<file path="config.mk">
export PLATFORM = sky130hd
export DESIGN_NAME = spi_slave_reg_ctrl_flat
export DESIGN_NICKNAME = d
export VERILOG_FILES = /design/src/rtl/spi_pkg.sv /design/src/rtl/spi_slave_reg_ctrl_if.sv /design/src/rtl/spi_slave_reg_ctrl_byte_strobe.sv /design/src/rtl/spi_slave_reg_ctrl.sv /design/src/flat_wrapper.sv
export SDC_FILE = /design/constraint.sdc
export NUM_CORES = 1
export LEC_CHECK = 0
export BUFFER_PORTS_ARGS = -buffer_cell sky130_fd_sc_hd__buf_2
export CAP_MARGIN = 0
export CELL_PAD_IN_SITES_DETAIL_PLACEMENT = 0
export CELL_PAD_IN_SITES_GLOBAL_PLACEMENT = 1
export CORE_MARGIN = 8
export CORE_UTILIZATION = 33
export DETAILED_ROUTE_END_ITERATION = 8
export GPL_ROUTABILITY_DRIVEN = 0
export PLACE_DENSITY = 0.8
export SYNTH_ARGS = -nofsm -noshare
export SYNTH_HDL_FRONTEND = slang
export SYNTH_SLANG_ARGS = --single-unit
</file>
<file path="constraint.sdc">
create_clock -name spi_clk -period 1.55 [get_ports spi_clk]
set_clock_uncertainty 0.15 [all_clocks]
set_input_delay 0.2325 -clock spi_clk [delete_from_list [all_inputs] [get_ports spi_clk]]
set_output_delay 0.2325 -clock spi_clk [all_outputs]
set_load 0.01 [all_outputs]
</file>
<file path="src/rtl/spi_pkg.sv">
// Shared types and constants for the SPI slave register-access frame sequencer.
package spi_pkg;

    localparam int unsigned DATA_W       = 8;
    localparam int unsigned ADDR_W       = 7;
    localparam int unsigned CMD_RW_BIT   = 7;
    localparam int unsigned CMD_ADDR_MSB = 6;

    localparam logic [DATA_W-1:0] ERR_FILL  = 8'hFF;
    localparam logic [DATA_W-1:0] IDLE_FILL = 8'h00;

    typedef enum logic [2:0] {
        IDLE,
        CMD,
        WR,
        RD_REQ,
        RD_CAP,
        RD,
        ERR
    } state_e;

    // Next burst address, wrapping the last valid register back to 0.
    function automatic logic [ADDR_W-1:0] addr_inc(logic [ADDR_W-1:0] addr, int unsigned nregs);
        if (addr == ADDR_W'(nregs - 1)) begin
            return '0;
        end
        return addr + ADDR_W'(1);
    endfunction

endpackage

</file>
<file path="src/rtl/spi_slave_reg_ctrl_if.sv">
// Byte-engine / register-bank signal bundle seen by the frame sequencer.
interface spi_slave_reg_ctrl_if;
    import spi_pkg::*;

    logic              cs;
    logic [DATA_W-1:0] rx_data;
    logic              rx_done;
    logic [DATA_W-1:0] tx_data;
    logic [ADDR_W-1:0] reg_addr;
    logic [DATA_W-1:0] reg_wdata;
    logic              reg_we;
    logic              reg_re;
    logic [DATA_W-1:0] reg_rdata;
    logic              frame_err;
    logic              busy;

    modport slave (
        input  cs, rx_data, rx_done, reg_rdata,
        output tx_data, reg_addr, reg_wdata, reg_we, reg_re, frame_err, busy
    );

    modport master (
        output cs, rx_data, rx_done, reg_rdata,
        input  tx_data, reg_addr, reg_wdata, reg_we, reg_re, frame_err, busy
    );

endinterface

</file>
<file path="src/rtl/spi_slave_reg_ctrl_byte_strobe.sv">
// Rising-edge detector on the byte engine's rx_done level; one pulse per received byte.
module spi_byte_strobe (
    input  logic spi_clk,
    input  logic reset,
    input  logic rx_done_i,
    output logic byte_stb_c_o
);

    logic rx_done_q;

    // History resets high so a level already up at reset release is not a new byte.
    always_ff @(posedge spi_clk) begin
        if (!reset) begin
            rx_done_q <= 1'b1;
        end else begin
            rx_done_q <= rx_done_i;
        end
    end

    assign byte_stb_c_o = rx_done_i & ~rx_done_q;

endmodule

</file>
<file path="src/rtl/spi_slave_reg_ctrl.sv">
// SPI frame sequencer: command byte + data bytes -> register write/read strobes and tx data.
// Define SPI_REG_AUTOINC_EN to auto-increment the register address across a burst.
module spi_slave_reg_ctrl
    import spi_pkg::*;
#(
    parameter int unsigned NREGS = 16
) (
    input  logic                 spi_clk,
    input  logic                 reset,
    spi_slave_reg_ctrl_if.slave  bus
);

    state_e            state_q;
    logic [DATA_W-1:0] tx_data_q;
    logic [ADDR_W-1:0] reg_addr_q;
    logic [DATA_W-1:0] reg_wdata_q;
    logic              reg_we_q;
    logic              reg_re_q;
    logic              frame_err_q;
    logic              busy_q;
    logic              byte_stb;

    spi_byte_strobe u_byte_strobe (
        .spi_clk      (spi_clk),
        .reset        (reset),
        .rx_done_i    (bus.rx_done),
        .byte_stb_c_o (byte_stb)
    );

    // reg_re is raised on entry to RD_REQ so the bank's read data lands during RD_CAP.
    always_ff @(posedge spi_clk) begin
        if (!reset) begin
            state_q     <= IDLE;
            tx_data_q   <= IDLE_FILL;
            reg_addr_q  <= '0;
            reg_wdata_q <= '0;
            reg_we_q    <= 1'b0;
            reg_re_q    <= 1'b0;
            frame_err_q <= 1'b0;
            busy_q      <= 1'b0;
        end else begin
            reg_we_q <= 1'b0;
            reg_re_q <= 1'b0;
            if (bus.cs) begin
                state_q     <= IDLE;
                tx_data_q   <= IDLE_FILL;
                frame_err_q <= 1'b0;
                busy_q      <= 1'b0;
            end else begin
                // With cs low every state, including IDLE, lands somewhere other than IDLE.
                busy_q <= 1'b1;
                case (state_q)
                    IDLE: state_q <= CMD;
                    CMD: begin
                        if (byte_stb) begin
                            reg_addr_q <= bus.rx_data[CMD_ADDR_MSB:0];
                            if ({1'b0, bus.rx_data[CMD_ADDR_MSB:0]} >= 8'(NREGS)) begin
                                state_q     <= ERR;
                                frame_err_q <= 1'b1;
                                tx_data_q   <= ERR_FILL;
                            end else if (bus.rx_data[CMD_RW_BIT]) begin
                                state_q  <= RD_REQ;
                                reg_re_q <= 1'b1;
                            end else begin
                                state_q <= WR;
                            end
                        end
                    end
                    WR: begin
                        if (byte_stb) begin
                            reg_wdata_q <= bus.rx_data;
                            reg_we_q    <= 1'b1;
                        end
`ifdef SPI_REG_AUTOINC_EN
                        // Advance only after the strobe cycle so the write sees the current address.
                        if (reg_we_q) begin
                            reg_addr_q <= addr_inc(reg_addr_q, NREGS);
                        end
`endif
                    end
                    RD_REQ: begin
                        if (byte_stb) begin
                            frame_err_q <= 1'b1;
                        end
                        state_q <= RD_CAP;
                    end
                    RD_CAP: begin
                        if (byte_stb) begin
                            frame_err_q <= 1'b1;
                        end
                        tx_data_q <= bus.reg_rdata;
                        state_q   <= RD;
                    end
                    RD: begin
                        if (byte_stb) begin
`ifdef SPI_REG_AUTOINC_EN
                            reg_addr_q <= addr_inc(reg_addr_q, NREGS);
`endif
                            reg_re_q <= 1'b1;
                            state_q  <= RD_REQ;
                        end
                    end
                    ERR:     tx_data_q <= ERR_FILL;
                    default: state_q   <= IDLE;
                endcase
            end
        end
    end

    assign bus.tx_data   = tx_data_q;
    assign bus.reg_addr  = reg_addr_q;
    assign bus.reg_wdata = reg_wdata_q;
    assign bus.reg_we    = reg_we_q;
    assign bus.reg_re    = reg_re_q;
    assign bus.frame_err = frame_err_q;
    assign bus.busy      = busy_q;

endmodule

</file>
<file path="src/flat_wrapper.sv">
// flat-port wrapper written by rule: the top's interface ports become plain ports
module spi_slave_reg_ctrl_flat import spi_pkg::*;
#(
    parameter int unsigned NREGS = 16
)
  (spi_clk, reset, bus_cs, bus_rx_data, bus_rx_done, bus_reg_rdata, bus_tx_data, bus_reg_addr, bus_reg_wdata, bus_reg_we, bus_reg_re, bus_frame_err, bus_busy);
  spi_slave_reg_ctrl_if bus_i ();
  input  logic spi_clk;
  input  logic reset;
  input wire logic [$bits(bus_i.cs)-1:0] bus_cs;
  input wire logic [$bits(bus_i.rx_data)-1:0] bus_rx_data;
  input wire logic [$bits(bus_i.rx_done)-1:0] bus_rx_done;
  input wire logic [$bits(bus_i.reg_rdata)-1:0] bus_reg_rdata;
  output wire logic [$bits(bus_i.tx_data)-1:0] bus_tx_data;
  output wire logic [$bits(bus_i.reg_addr)-1:0] bus_reg_addr;
  output wire logic [$bits(bus_i.reg_wdata)-1:0] bus_reg_wdata;
  output wire logic [$bits(bus_i.reg_we)-1:0] bus_reg_we;
  output wire logic [$bits(bus_i.reg_re)-1:0] bus_reg_re;
  output wire logic [$bits(bus_i.frame_err)-1:0] bus_frame_err;
  output wire logic [$bits(bus_i.busy)-1:0] bus_busy;
  assign bus_i.cs = bus_cs;
  assign bus_i.rx_data = bus_rx_data;
  assign bus_i.rx_done = bus_rx_done;
  assign bus_i.reg_rdata = bus_reg_rdata;
  assign bus_tx_data = bus_i.tx_data;
  assign bus_reg_addr = bus_i.reg_addr;
  assign bus_reg_wdata = bus_i.reg_wdata;
  assign bus_reg_we = bus_i.reg_we;
  assign bus_reg_re = bus_i.reg_re;
  assign bus_frame_err = bus_i.frame_err;
  assign bus_busy = bus_i.busy;
  spi_slave_reg_ctrl #(.NREGS(NREGS)) u_core (.spi_clk(spi_clk), .reset(reset), .bus(bus_i));
endmodule
</file>
Yosys cells after proc, flatten, opt, wreduce, memory -nomap -nowiden --
Index checks and enable logic that the tools add are counted. Widths: inputs -> output; s select.
Storage, ports and cells: bits of input ports 20, flip-flop bits (word level) 31, output and inout bits 27, logic and storage cells 56
Operators by class: reductions and logical operators 12, multiplexer cells 18, order comparisons 1, bitwise gates (word level) 6, equal/unequal tests 10
Operator list (number):
- $pmux 8 s3 | 1
- $pmux 3 s6 | 1
- $mux 8 | 2
- $reduce_and 3->1 | 4
- $eq 3x3->1 const B | 3
- $mux 1 | 9
- $mux 3 | 3
- $ne 2x1->1 const B | 4
- $ge 7x5->1 const B | 1
- $eq 3x2->1 const B | 2
- $reduce_or 2->1 | 3
- $not 1->1 | 5
- $pmux 1 s2 | 2
- $reduce_and 4->1 | 1
- $eq 3x1->1 const B | 1
- $logic_not 3->1 | 1
- $reduce_bool 3->1 | 1
- $reduce_or 3->1 | 1
- $reduce_bool 2->1 | 1
- $and 1x1->1 | 1

Logic depth before layout (Yosys ltp) --
Gate-level depths: netlist of the first run.
depth in word-level cells 4, mapped depth 5, gate-level depth less buffers 3

Modules after synthesis --
From an unflattened synthesis of the first run, not the netlist that was laid out.
Second synthesis, totals: cell total of the unflattened synthesis 115, area total of the unflattened synthesis 1221.2 um^2
Modules (own cells, without submodules):
- spi_slave_reg_ctrl | area each 1181.1 um^2, cells an instance 112, instances 1, sequential area each 600.6 um^2
- spi_byte_strobe | area each 40.0 um^2, cells an instance 3, instances 1, sequential area each 20.0 um^2

Least setup slack after synthesis of the first run --
OpenSTA, ideal clock, no wires.
kind reg2reg, start point register u_core.state_q[0], end point register u_core.frame_err_q, in the netlist u_core.bus.frame_err, period minus slack after synthesis 1.492 ns, cell stages (with the launch flop) 6, required time 1.271 ns, buffers on the path 2, setup slack 0.058 ns, data arrival time 1.213 ns, library setup time 0.129 ns, path through dfxtp_1 -> buf_6 -> or3b_1 -> buf_2 -> o41ai_4 -> a221oi_2
On the way: longest elaborated chain between the ends 4, elaborated cells between the ends (all ways) 10, those cells by class eq/ne (6); mux (1); reduce/logical (3)
Ends and longest elaborated chain:
- from (decl) | RTL line spi_slave_reg_ctrl.sv:13 | state_e state_q;
- from (signal assigned) | RTL line spi_slave_reg_ctrl.sv:33 | state_q <= IDLE;
- from (signal assigned) | RTL line spi_slave_reg_ctrl.sv:45 | state_q <= IDLE;
- from (signal assigned) | RTL line spi_slave_reg_ctrl.sv:53 | IDLE: state_q <= CMD;
- $eq 3x2->1 / $eq 3x3->1 (equally long branches) | RTL line spi_slave_reg_ctrl.sv:52 | case (state_q)
- $reduce_or 2->1 (no source line)
- $ne 2x1->1 (no source line) / $reduce_bool 2->1 (equally long branches)
- $reduce_and 4->1 (no source line)
- to (signal assigned) | RTL line spi_slave_reg_ctrl.sv:47 | frame_err_q <= 1'b0;
- to (signal assigned) | RTL line spi_slave_reg_ctrl.sv:59 | frame_err_q <= 1'b1;
- to (signal assigned) | RTL line spi_slave_reg_ctrl.sv:83 | frame_err_q <= 1'b1;
- to (decl) | RTL line spi_slave_reg_ctrl.sv:19 | logic frame_err_q;
Parallel ways exist; a longest one is shown, timed or not. A chain may end at the register's enable or synchronous reset.

Final worst setup path of the first run --
start point register u_core.state_q[1], end point register u_core.reg_wdata_q[2], in the netlist u_core.bus.reg_wdata[2]
On the way: longest elaborated chain between the ends 2
Ends and longest elaborated chain:
- $eq 3x2->1 | RTL line spi_slave_reg_ctrl.sv:52
- $reduce_and 3->1 (no source line)
- to (signal assigned) | RTL line spi_slave_reg_ctrl.sv:71 | reg_wdata_q <= bus.rx_data;
- to (decl) | RTL line spi_slave_reg_ctrl.sv:16 | logic [DATA_W-1:0] reg_wdata_q;
Every way passes these cells.

==> impl_metrics.py, run 1 <==
metrics = {
    "floorplanning": {
        "placeableCoreArea_sq_um": 3940,
        "std_cell_rows": 23,
        "die_y_um": 79.6,
        "top_level_ports": 47,
        "die_w_um": 79.6,
        "die-area_sq_um": 6330,
        "initial_core_util": 0.338,
    },
    "clock_tree": {
        "cts_tree": "done",
        "clock_buffers_created_by_tritoncts": 5,
        "clk_transition_reported_paths_ps": 60,
        "clock_sink_count": 31,
        "holdBufCountCts": 0,
        "cts_max_level": 2,
        "root_buffer": "clkbuf_8",
        "clock_latency_ps": 280,
        "cts_buffer_depth": 2,
    },
    "cells_and_area": {
        "ant_diodes": 0,
        "layout.filler_cells": 368,
        "drive_gt1_frac": 0.473,
        "final_core_utilization": 0.449,
        "sequential_cell_area_sq_um": 623,
        "syn2layout_area_growth_pct": 32.7,
        "footprint_of_the_multi_input_gates_sq_um": 642,
        "layout.nets": 203,
    },
    "yosys": {
        "seq_area_frac_synth": 0.465,
        "synth_area_leader_cell": "dfxtp_1",
        "synthMostInstantiatedCell": "dfxtp_1",
        "synth_warnings": 0,
        "synth_area_sq_um": 1330,
        "post_synth.cell_area_avg_sq_um": 10.7,
        "synth_top_cell_area_share": 0.465,
        "syn_inst": 125,
        "synth-async-reset-ratio": 0,
        "register_bit_total_from_synthesis": 31,
        "postSynth.topFlopCell": "dfxtp_1",
        "commonest_cells_post_synth": "dfxtp_1 (31), nand3_1 (15), o21ai_0 (15)",
        "synth.top_cells.by_area": "dfxtp_1 (47%), o221a_2 (6.8%), nand3_1 (5.6%)",
        "synth-edff-count": 0,
        "syn-num-nets": 145,
        "unique_cell_type_count_in_the_yosys_netlist": 32,
    },
    "route": {
        "initialDrtViolationCount": 89,
        "detailroute.via_count": 1166,
        "avgRoutedWirePerCell_um": 15.7,
        "postRouteAntennaNets": 0,
        "route.detailed.vias_per_inst": 4.98,
        "drc": 0,
        "totalWireLength_um": 3670,
        "first_pass_iters": 4,
    },
    "global_route": {
        "grt_first_pass_wirelength_um": 5760,
        "groute.layer.met2.usage": 0.199,
        "total_global_route_track_usage": 0.117,
        "met1_routing_resource_usage_after_global_routing": 0.125,
        "grtUsageMet3": 0.0372,
        "first_global_vias": 1222,
        "grt_start_max_net_pins": 18,
        "initial_antenna_violation_count": 0,
        "top_usage_layer": "met2",
        "grt_overflow_total": 0,
    },
    "sta": {
        "timing.fmax_mhz": 680,
        "worstMarginPinSlew_ps": 388,
        "timing.final.crit_share": 0.948,
        "timing.final.setup_violations": 0,
        "fin_crit_ps": 1470,
        "relSlewSlack": 0.741,
        "hold_viol_final": 0,
        "setup-tns-final_ps": 0,
        "drv_slew": 0,
        "final_critical_path_setup_slack_ps": 79.9,
        "rsz_0062_raised_after_global_routing": "false",
    },
    "hold_path": {
        "hold_path_end": "u_core.bus.reg_wdata[0]",
        "min_delay_path_class": "in2reg",
        "hold_path.startpoint": "bus_rx_data[0]",
        "worst_hold_path.num_cells": 3,
    },
    "setup_path": {
        "cpMaxStageDelayCell": "or3b_1",
        "criticalPathCategory": "reg2reg",
        "timing.reg2reg.setup_slack_ps": 80,
        "worst-r2r-cell-count": 3,
        "critical_path_buf_inv_count": 0,
        "type_of_destination_of_the_critical_path": "flop",
        "path_cells": "or3b_1, o21ai_0, a21boi_1",
        "critical_path_arrival_ps": 1490,
        "critical-path-top-delay-family": "simple AND/OR/NAND/NOR gates",
        "crit-reg2reg-launch": "u_core.state_q[1]",
        "crit_fanout": 8,
        "reg2reg_to": "u_core.bus.reg_wdata[2]",
        "timing.critical_path.from_type": "flop",
        "endpoint_required_time_on_the_critical_path_ps": 1570,
        "max_stage_delay_ps": 500,
    },
    "flow_run": {
        "max_cap_viol_count": 0,
    },
    "place": {
        "pre_cts_slack_ps": -28.8,
        "io_buffer_count": 46,
        "hpwl_um": 2850,
    },
    "pwr": {
        "total_leakage_power_nw": 0.755,
        "ir_worst_vdd_uv": 377,
        "power.total_mw": 1.63,
        "p_per_area_nw_per_um2": 918,
    },
    "run_status": {
        "status": "complete, no violations",
    },
}
-- layer usage --
layer / vias to the layer above / wire, um
li1: 582 / -
met1: 556 / 1540
met2: 19 / 1920
met3: 9 / 139
met4: 0 / 69
met5: - / 0
-- power by group --
part / leakage, nW / total (mW) / switching (mW) / internal (mW)
clock network: 0.0515 / 0.685 / 0.280 / 0.404
registers: 0.251 / 0.813 / 0.00712 / 0.806
logic: 0.452 / 0.129 / 0.0665 / 0.0623
total: 0.755 / 1.63 / 0.354 / 1.27
-- flip-flops by register name, indices dropped and copies added (netlist names) --
name / cells
u_core.bus.reg_wdata: 8
u_core.bus.tx_data: 8
u_core.bus.reg_addr: 7
u_core.state_q: 3
u_core.bus.busy: 1
u_core.bus.frame_err: 1
u_core.bus.reg_re: 1
u_core.bus.reg_we: 1
u_core.u_byte_strobe.rx_done_q: 1
-- metrics by stage --
stage,cells,hold slack [ps],cell area [sq um]
floorplan,125,156,1330
global placement,223,309,1640
detailed placement,223,313,1640
CTS,234,62.1,1770
global route,234,63.9,1770
finish,234,64.6,1770
-- what timing repair did --
action / 4_1_cts / 5_1_grt
endpoints found under the hold margin: 0 / 0
gates resized for setup: 2 / 2
setup endpoints to repair: 9 / 17
buffers inserted: 3 / 0
pin swaps: 1 / 0
-- tightest hold or removal path: stages --
cell and delay (ps):
buf_2 100, nand3_1 60, a21boi_1 50
-- logic make-up after synthesis --
logic type	share of synthesized area
AOI/OAI and AO/OA	0.283
and+or+nand+nor	0.196
DFF	0.465
buffers and inverters	0.0553
-- cell usage in the layout (no fill, tap or decap), drive strengths merged, types with 4 or more instances in the layout --
cell    count
o21ai      15
nand2b      4
buf        60
nand3      15
o221a       8
a21boi     15
clkbuf      8
dfxtp      31
-- worst max path at each step --
| stage | startpoint | to | slack, ps | depth (start not counted) |
|---|---|---|---|---|
| floorplan | u_core.state_q[0] | u_core.bus.frame_err | 60 | 5 |
| global placement | u_core.state_q[0] | u_core.bus.tx_data[0] | 70 | 4 |
| detailed placement | u_core.state_q[0] | u_core.bus.tx_data[4] | -30 | 4 |
| CTS | u_core.state_q[0] | u_core.bus.reg_addr[5] | 10 | 4 |
| global route | u_core.state_q[0] | u_core.bus.tx_data[0] | 1 | 5 |
| finish | u_core.state_q[1] | u_core.bus.reg_wdata[2] | 80 | 3 |
-- final cells by class --
class	count	area share
Clock buffer	8	0.0565
Multi-Input combinational cell	83	0.363
Inverter	2	0.00424
Tap cell	50	0.0353
Sequential cell	31	0.352
Timing Repair Buffer	60	0.189
Note: power is estimated with default switching activity, not from simulation.
==> run 2, diff against run 1 <==
Settings changed: REMOVE_ABC_BUFFERS set to 1.
==> run 2 against run 1 <==
  * Design area increased by 1.3%
  * Worst hold slack got worse by 5.3 ps
  * Core utilization increased by 0.57 points
  * Clock power increased by 19%
  * Global-route usage decreased by 0.33 points
  * Sequential cell count unchanged
  * Routed wire length decreased by 3.8%
  * Clock-buffer cell count decreased by 2
  * Register-to-register slack got worse by 20 ps
==> impl_metrics.py, run 2 (synthesis gave the netlist of run 1 again) <==
metrics = {
    "run_status": {
        "status": "complete, no violations",
    },
    "pwr": {
        "p_clk_frac": 0.464,
        "seqPwrFrac": 0.462,
        "p_per_area_nw_per_um2": 979,
        "power_report.internal_total_mw": 1.39,
        "power.switching_uw": 369,
        "total_leakage_power_nw": 0.767,
        "ir_worst_vdd_uv": 518,
        "switching_share": 0.210,
        "comb_power_share": 0.074,
    },
    "clock_tree": {
        "cts_max_level": 2,
        "cts_buffer_depth": 2,
        "clock_latency_ps": 280,
        "holdBufCountCts": 0,
        "root_buffer": "clkbuf_8",
        "clk_transition_reported_paths_ps": 70,
        "clock_buffers_created_by_tritoncts": 5,
        "cts_tree": "done",
        "clock_sink_count": 31,
    },
    "route": {
        "route.detailed.vias_per_inst": 5.05,
        "postRouteAntennaNets": 0,
        "initialDrtViolationCount": 123,
        "totalWireLength_um": 3530,
        "first_pass_iters": 4,
        "detailroute.via_count": 1182,
        "drc": 0,
        "avgRoutedWirePerCell_um": 15.1,
    },
    "setup_path": {
        "critical_path_arrival_ps": 1500,
        "critical-path-top-delay-family": "simple AND/OR/NAND/NOR gates",
        "max_stage_delay_ps": 420,
        "timing.critical_path.from_type": "flop",
        "path_cells": "buf_4, or3b_4, o21ai_0, a21boi_0",
        "criticalPathCategory": "reg2reg",
        "endpoint_required_time_on_the_critical_path_ps": 1570,
        "type_of_destination_of_the_critical_path": "flop",
        "crit_fanout": 8,
        "cpMaxStageDelayCell": "or3b_4",
        "critical_path_buf_inv_count": 1,
    },
    "sta": {
        "timing.final.crit_share": 0.959,
        "worstMarginPinSlew_ps": 372,
        "drv_slew": 0,
        "timing.fmax_mhz": 673,
        "setup-tns-final_ps": 0,
        "relSlewSlack": 0.751,
        "rsz_0062_raised_after_global_routing": "false",
        "fin_crit_ps": 1490,
        "hold_viol_final": 0,
        "timing.final.setup_violations": 0,
        "hold-worst-slack_ps": 59.3,
    },
    "cells_and_area": {
        "most_frequent_cells_in_the_layout": "buf_2 (46), dfxtp_1 (29), nand3_1 (15), o21ai_0 (14), buf_4 (14)",
        "leading_cell_type_in_the_layout_fill_and_taps_excluded": "buf_2",
        "drive_gt1_frac": 0.484,
        "syn2layout_area_growth_pct": 34.4,
        "final_core_utilization": 0.455,
        "ant_diodes": 0,
        "layout.nets": 203,
    },
    "place": {
        "io_buffer_count": 46,
        "hpwl_um": 2690,
    },
    "global_route": {
        "initial_antenna_violation_count": 0,
        "first_global_vias": 1201,
        "grt_start_max_net_pins": 18,
        "total_global_route_track_usage": 0.114,
        "grt_overflow_total": 0,
        "grt_first_pass_wirelength_um": 5770,
    },
    "floorplanning": {
        "top_level_ports": 47,
        "die_w_um": 79.6,
        "std_cell_rows": 23,
        "die-area_sq_um": 6330,
        "initial_core_util": 0.338,
        "placeableCoreArea_sq_um": 3940,
        "die_y_um": 79.6,
    },
    "flow_run": {
        "max_cap_viol_count": 0,
    },
    "hold_path": {
        "min_delay_path_class": "in2reg",
    },
}
-- run 2: changes by cell type in the layout (fill, tap and decap cells not counted), sizes merged --
cell,delta
clkbuf,-2
bufinv,+1
clkinv,+1
-- run 2: power by group through the flow --
stage / Combinational [mW] / Sequential, mW / Clock, mW
after detailed placement: 0.127 / 0.830 / 0
after floorplan: 0.0467 / 0.833 / 0
final: 0.130 / 0.812 / 0.815
after global placement: 0.124 / 0.829 / 0
after CTS: 0.130 / 0.812 / 0.835
after global routing: 0.140 / 0.812 / 0.883
-- run 2: per-stage QoR --
step	cells	worst slack [ps]	instance area (sq um)	total power, mW
final	234	63.6	1790	1.76
after global placement	224	42.6	1650	0.953
after floorplan	116	-12.7	1270	0.880
after detailed placement	224	-51.1	1650	0.956
after CTS	234	13.5	1790	1.78
after global routing	234	29.1	1790	1.84
-- run 2: final timing paths --
check                          startpoint                       to  slack (ps)  cells after the start
setup reg to reg        u_core.state_q[0]  u_core.bus.reg_wdata[3]          60                      4
setup / recovery        u_core.state_q[0]  u_core.bus.reg_wdata[3]          60                      4
hold reg to reg   u_core.bus.reg_wdata[6]  u_core.bus.reg_wdata[6]         320                      2
hold / removal             bus_rx_data[2]   u_core.bus.reg_addr[2]          60                      3
-- run 2: metal layers --
layer,track usage,vias up,share of wire
met4,0.0500,0,0.0088
met3,0.0360,2,0.050
li1,-,579,-
met5,0,-,0
met1,0.128,577,0.41
met2,0.191,24,0.53
-- run 2: layout make-up --
| type | instances | area, sq um |
|---|---|---|
| multi-input combinational | 83 | 644 |
| inverter | 2 | 7.51 |
| clock buffer | 6 | 82.6 |
| timing repair buffer | 60 | 335 |
| fill | 363 | 2150 |
| tap | 50 | 62.6 |
| sequential | 31 | 626 |
| clock inverter | 2 | 35.0 |
-- run 2: worst register-to-register path: stages, from the launching register on --
cell and delay, ps:
dfxtp_4 360, buf_4 160, or3b_4 420, o21ai_0 170
a21boi_0 110
-- run 2: what timing repair did --
item                                    CTS  global route
gates resized for setup                   3             4
pin swaps                                 1             0
endpoints found under the setup margin   19            18
buffers inserted                          2             0
==> run 3, diff against run 2 <==
Settings changed: CORE_UTILIZATION 33 to 32, SYNTH_HIERARCHICAL set to 1.
==> run 3 against run 2 <==
  * Area after synthesis shrank 8.4%
  * Via count shrank 13%
  * Cell count shrank 5.6%
  * Total power shrank 15%
  * Worst hold slack gained 4.0 ps
  * Sequential cell count is the same
  * Critical endpoint is now u_core/bus.reg_wdata[1]
==> impl_metrics.py, run 3 <==
metrics = {
    "floorplanning": {
        "std_cell_rows": 22,
        "die_w_um": 77.8,
        "die-area_sq_um": 6050,
        "top_level_ports": 47,
        "initial_core_util": 0.334,
        "placeableCoreArea_sq_um": 3660,
        "die_y_um": 77.8,
    },
    "setup_path": {
        "criticalPathCategory": "reg2reg",
        "timing.reg2reg.setup_slack_ps": 70,
        "type_of_destination_of_the_critical_path": "flop",
        "crit_fanout": 9,
        "crit-reg2reg-launch": "u_core/u_byte_strobe/rx_done_q",
        "endpoint_required_time_on_the_critical_path_ps": 1560,
        "timing.critical_path.from_type": "flop",
        "critical_path_arrival_ps": 1490,
        "reg2reg_to": "u_core/bus.reg_wdata[1]",
        "worst-r2r-cell-count": 4,
    },
    "clock_tree": {
        "post_cts_repair_timing_setup_buffer_count": 0,
        "root_buffer": "clkbuf_8",
        "cts_tree": "done",
        "clock_buffers_created_by_tritoncts": 5,
        "clock_latency_ps": 280,
        "clk_transition_reported_paths_ps": 60,
        "cts_buffer_depth": 2,
        "clock_sink_count": 31,
        "cts_max_level": 2,
    },
    "cells_and_area": {
        "layout.nets": 192,
        "final_core_utilization": 0.447,
        "most_frequent_cells_in_the_layout": "buf_2 (46), dfxtp_1 (30), nand2_1 (25), mux2i_1 (15), buf_4 (11)",
        "leading_cell_type_in_the_layout_fill_and_taps_excluded": "buf_2",
        "drive_gt1_frac": 0.462,
        "syn2layout_area_growth_pct": 34.1,
        "ant_diodes": 0,
    },
    "pwr": {
        "comb_power_share": 0.064,
        "ir_worst_vdd_uv": 413,
        "p_per_area_nw_per_um2": 914,
        "p_clk_frac": 0.393,
        "power.switching_uw": 338,
        "power_report.internal_total_mw": 1.16,
        "total_leakage_power_nw": 0.790,
        "seqPwrFrac": 0.542,
        "switching_share": 0.226,
    },
    "route": {
        "route.detailed.vias_per_inst": 4.65,
        "first_pass_iters": 4,
        "drc": 0,
        "totalWireLength_um": 2910,
        "postRouteAntennaNets": 0,
        "initialDrtViolationCount": 54,
        "detailroute.via_count": 1028,
        "avgRoutedWirePerCell_um": 13.1,
    },
    "global_route": {
        "grt_overflow_total": 0,
        "grt_start_max_net_pins": 26,
        "initial_antenna_violation_count": 0,
        "grt_first_pass_wirelength_um": 4830,
        "total_global_route_track_usage": 0.0987,
        "first_global_vias": 1018,
    },
    "sta": {
        "timing.fmax_mhz": 678,
        "hold_viol_final": 0,
        "drv_slew": 0,
        "setup-tns-final_ps": 0,
        "fin_crit_ps": 1480,
        "timing.final.crit_share": 0.952,
        "relSlewSlack": 0.797,
        "timing.final.setup_violations": 0,
        "worstMarginPinSlew_ps": 304,
        "rsz_0062_raised_after_global_routing": "false",
    },
    "hold_path": {
        "hold_path.startpoint": "bus_reg_rdata[2]",
        "worst_hold_path.num_cells": 2,
        "hold_path_end": "u_core/bus.tx_data[2]",
        "min_delay_path_class": "in2reg",
    },
    "yosys": {
        "commonest_cells_post_synth": "dfxtp_1 (31), nand2_1 (26), mux2i_1 (15)",
        "yosys.area_share.xor_xnor": 0,
        "unique_cell_type_count_in_the_yosys_netlist": 27,
        "fraction_of_the_mapped_netlist_area_in_compound_gates": 0.140,
        "synth.top_cells.by_area": "dfxtp_1 (51%), mux2i_1 (12%), nand2_1 (8.0%)",
        "postSynth.topFlopCell": "dfxtp_1",
        "synth_area_leader_cell": "dfxtp_1",
        "synthMostInstantiatedCell": "dfxtp_1",
        "seq_area_frac_synth": 0.508,
        "register_bit_total_from_synthesis": 31,
        "synth-edff-count": 0,
        "synth_warnings": 6,
        "synth_top_family_by_area": "simple AND/OR/NAND/NOR gates",
        "syn_inst": 115,
        "synth_top_cell_area_share": 0.508,
        "synth-async-reset-ratio": 0,
        "synth.area.mux_share": 0.132,
        "synth-adder-area-share": 0,
        "synth_area_sq_um": 1220,
        "post_synth.cell_area_avg_sq_um": 10.6,
        "synth-simple-area-share": 0.166,
    },
    "flow_run": {
        "max_cap_viol_count": 0,
    },
    "place": {
        "io_buffer_count": 46,
        "hpwl_um": 2330,
    },
    "run_status": {
        "status": "complete, no violations",
    },
}
-- run 3: changes by cell type after synthesis, moves of 2 or more --
cell and change:
o21ai_0 -14, nor3b_2 -2, or3b_1 -2, nor2b_1 -3
nand3_1 -15, a21boi_1 -6, a21boi_0 -9, inv_1 +2
mux2i_1 +15, nand2_1 +25
-- run 3: how the worst max path moves through the flow --
| stage | from | endpoint | slack [ps] | cells past startpoint |
|---|---|---|---|---|
| after floorplan | u_core/state_q[1] | u_core/bus.reg_wdata[0] | 30 | 3 |
| after global placement | bus_rx_done | u_core/bus.tx_data[4] | 50 | 6 |
| after detailed placement | bus_rx_done | u_core/bus.tx_data[7] | 8 | 6 |
| after CTS | u_core/u_byte_strobe/rx_done_q | u_core/bus.tx_data[7] | 20 | 5 |
| after global routing | u_core/u_byte_strobe/rx_done_q | u_core/bus.reg_wdata[1] | 9 | 4 |
| final | u_core/u_byte_strobe/rx_done_q | u_core/bus.reg_wdata[1] | 70 | 4 |
-- run 3: per-stage QoR --
stage               hold WS [ps]  area (sq um)  instances  power (mW)  worst slack (ps)
finish                      63.3          1640        221        1.50              74.5
global route                50.4          1640        221        1.57              8.82
CTS                         54.8          1630        221        1.53              20.0
detailed placement           287          1540        212       0.924              7.73
global placement             288          1540        212       0.921              50.2
floorplan                    156          1170        107       0.864              30.6
-- run 3: cells by family (layout without fill, tap and decap cells) --
logic type	after synthesis	after routing
buffers and inverters	11	69
multiplexers	16	16
flip-flops	31	31
AO/OA/AOI/OAI	17	17
AND/OR/NAND/NOR	40	40
-- run 3: worst max-delay path: stages (launching register included) --
cell,delay (ps)
dfxtp_1,320
nor2b_4,130
nand2_1,60
or4_4,530
mux2i_1,160
-- run 3: metal layers --
layer / wire length (um) / GRT usage / up-vias / share of wire
met5: 0 / 0 / - / 0
met1: 1130 / 0.0981 / 486 / 0.39
li1: - / - / 518 / -
met4: 43 / 0.0509 / 0 / 0.015
met2: 1600 / 0.176 / 19 / 0.55
met3: 130 / 0.0357 / 5 / 0.045
-- run 3: area by class of cell --
class	instances	area [sq um]
fillers	354	2020
flip-flops and latches	31	622
multi-input cells	73	538
repair buffers	58	323
clock buffers	5	68.8
well taps	48	60.1
clock inverters	3	15.0
inverters	3	11.3
-- run 3: what timing repair did --
item                                   4_1_cts  5_1_grt
hold buffers                                 1        0
endpoints found under the hold margin        1        0
setup endpoints to repair                    0       10
gates resized for setup                      0        2
-- run 3: power groups by stage --
stage | clock (mW) | sequential, mW | combinational [mW]
floorplan | 0 | 0.832 | 0.0325
global placement | 0 | 0.828 | 0.0927
detailed placement | 0 | 0.828 | 0.0954
CTS | 0.618 | 0.810 | 0.0975
global route | 0.653 | 0.812 | 0.107
finish | 0.589 | 0.811 | 0.0964
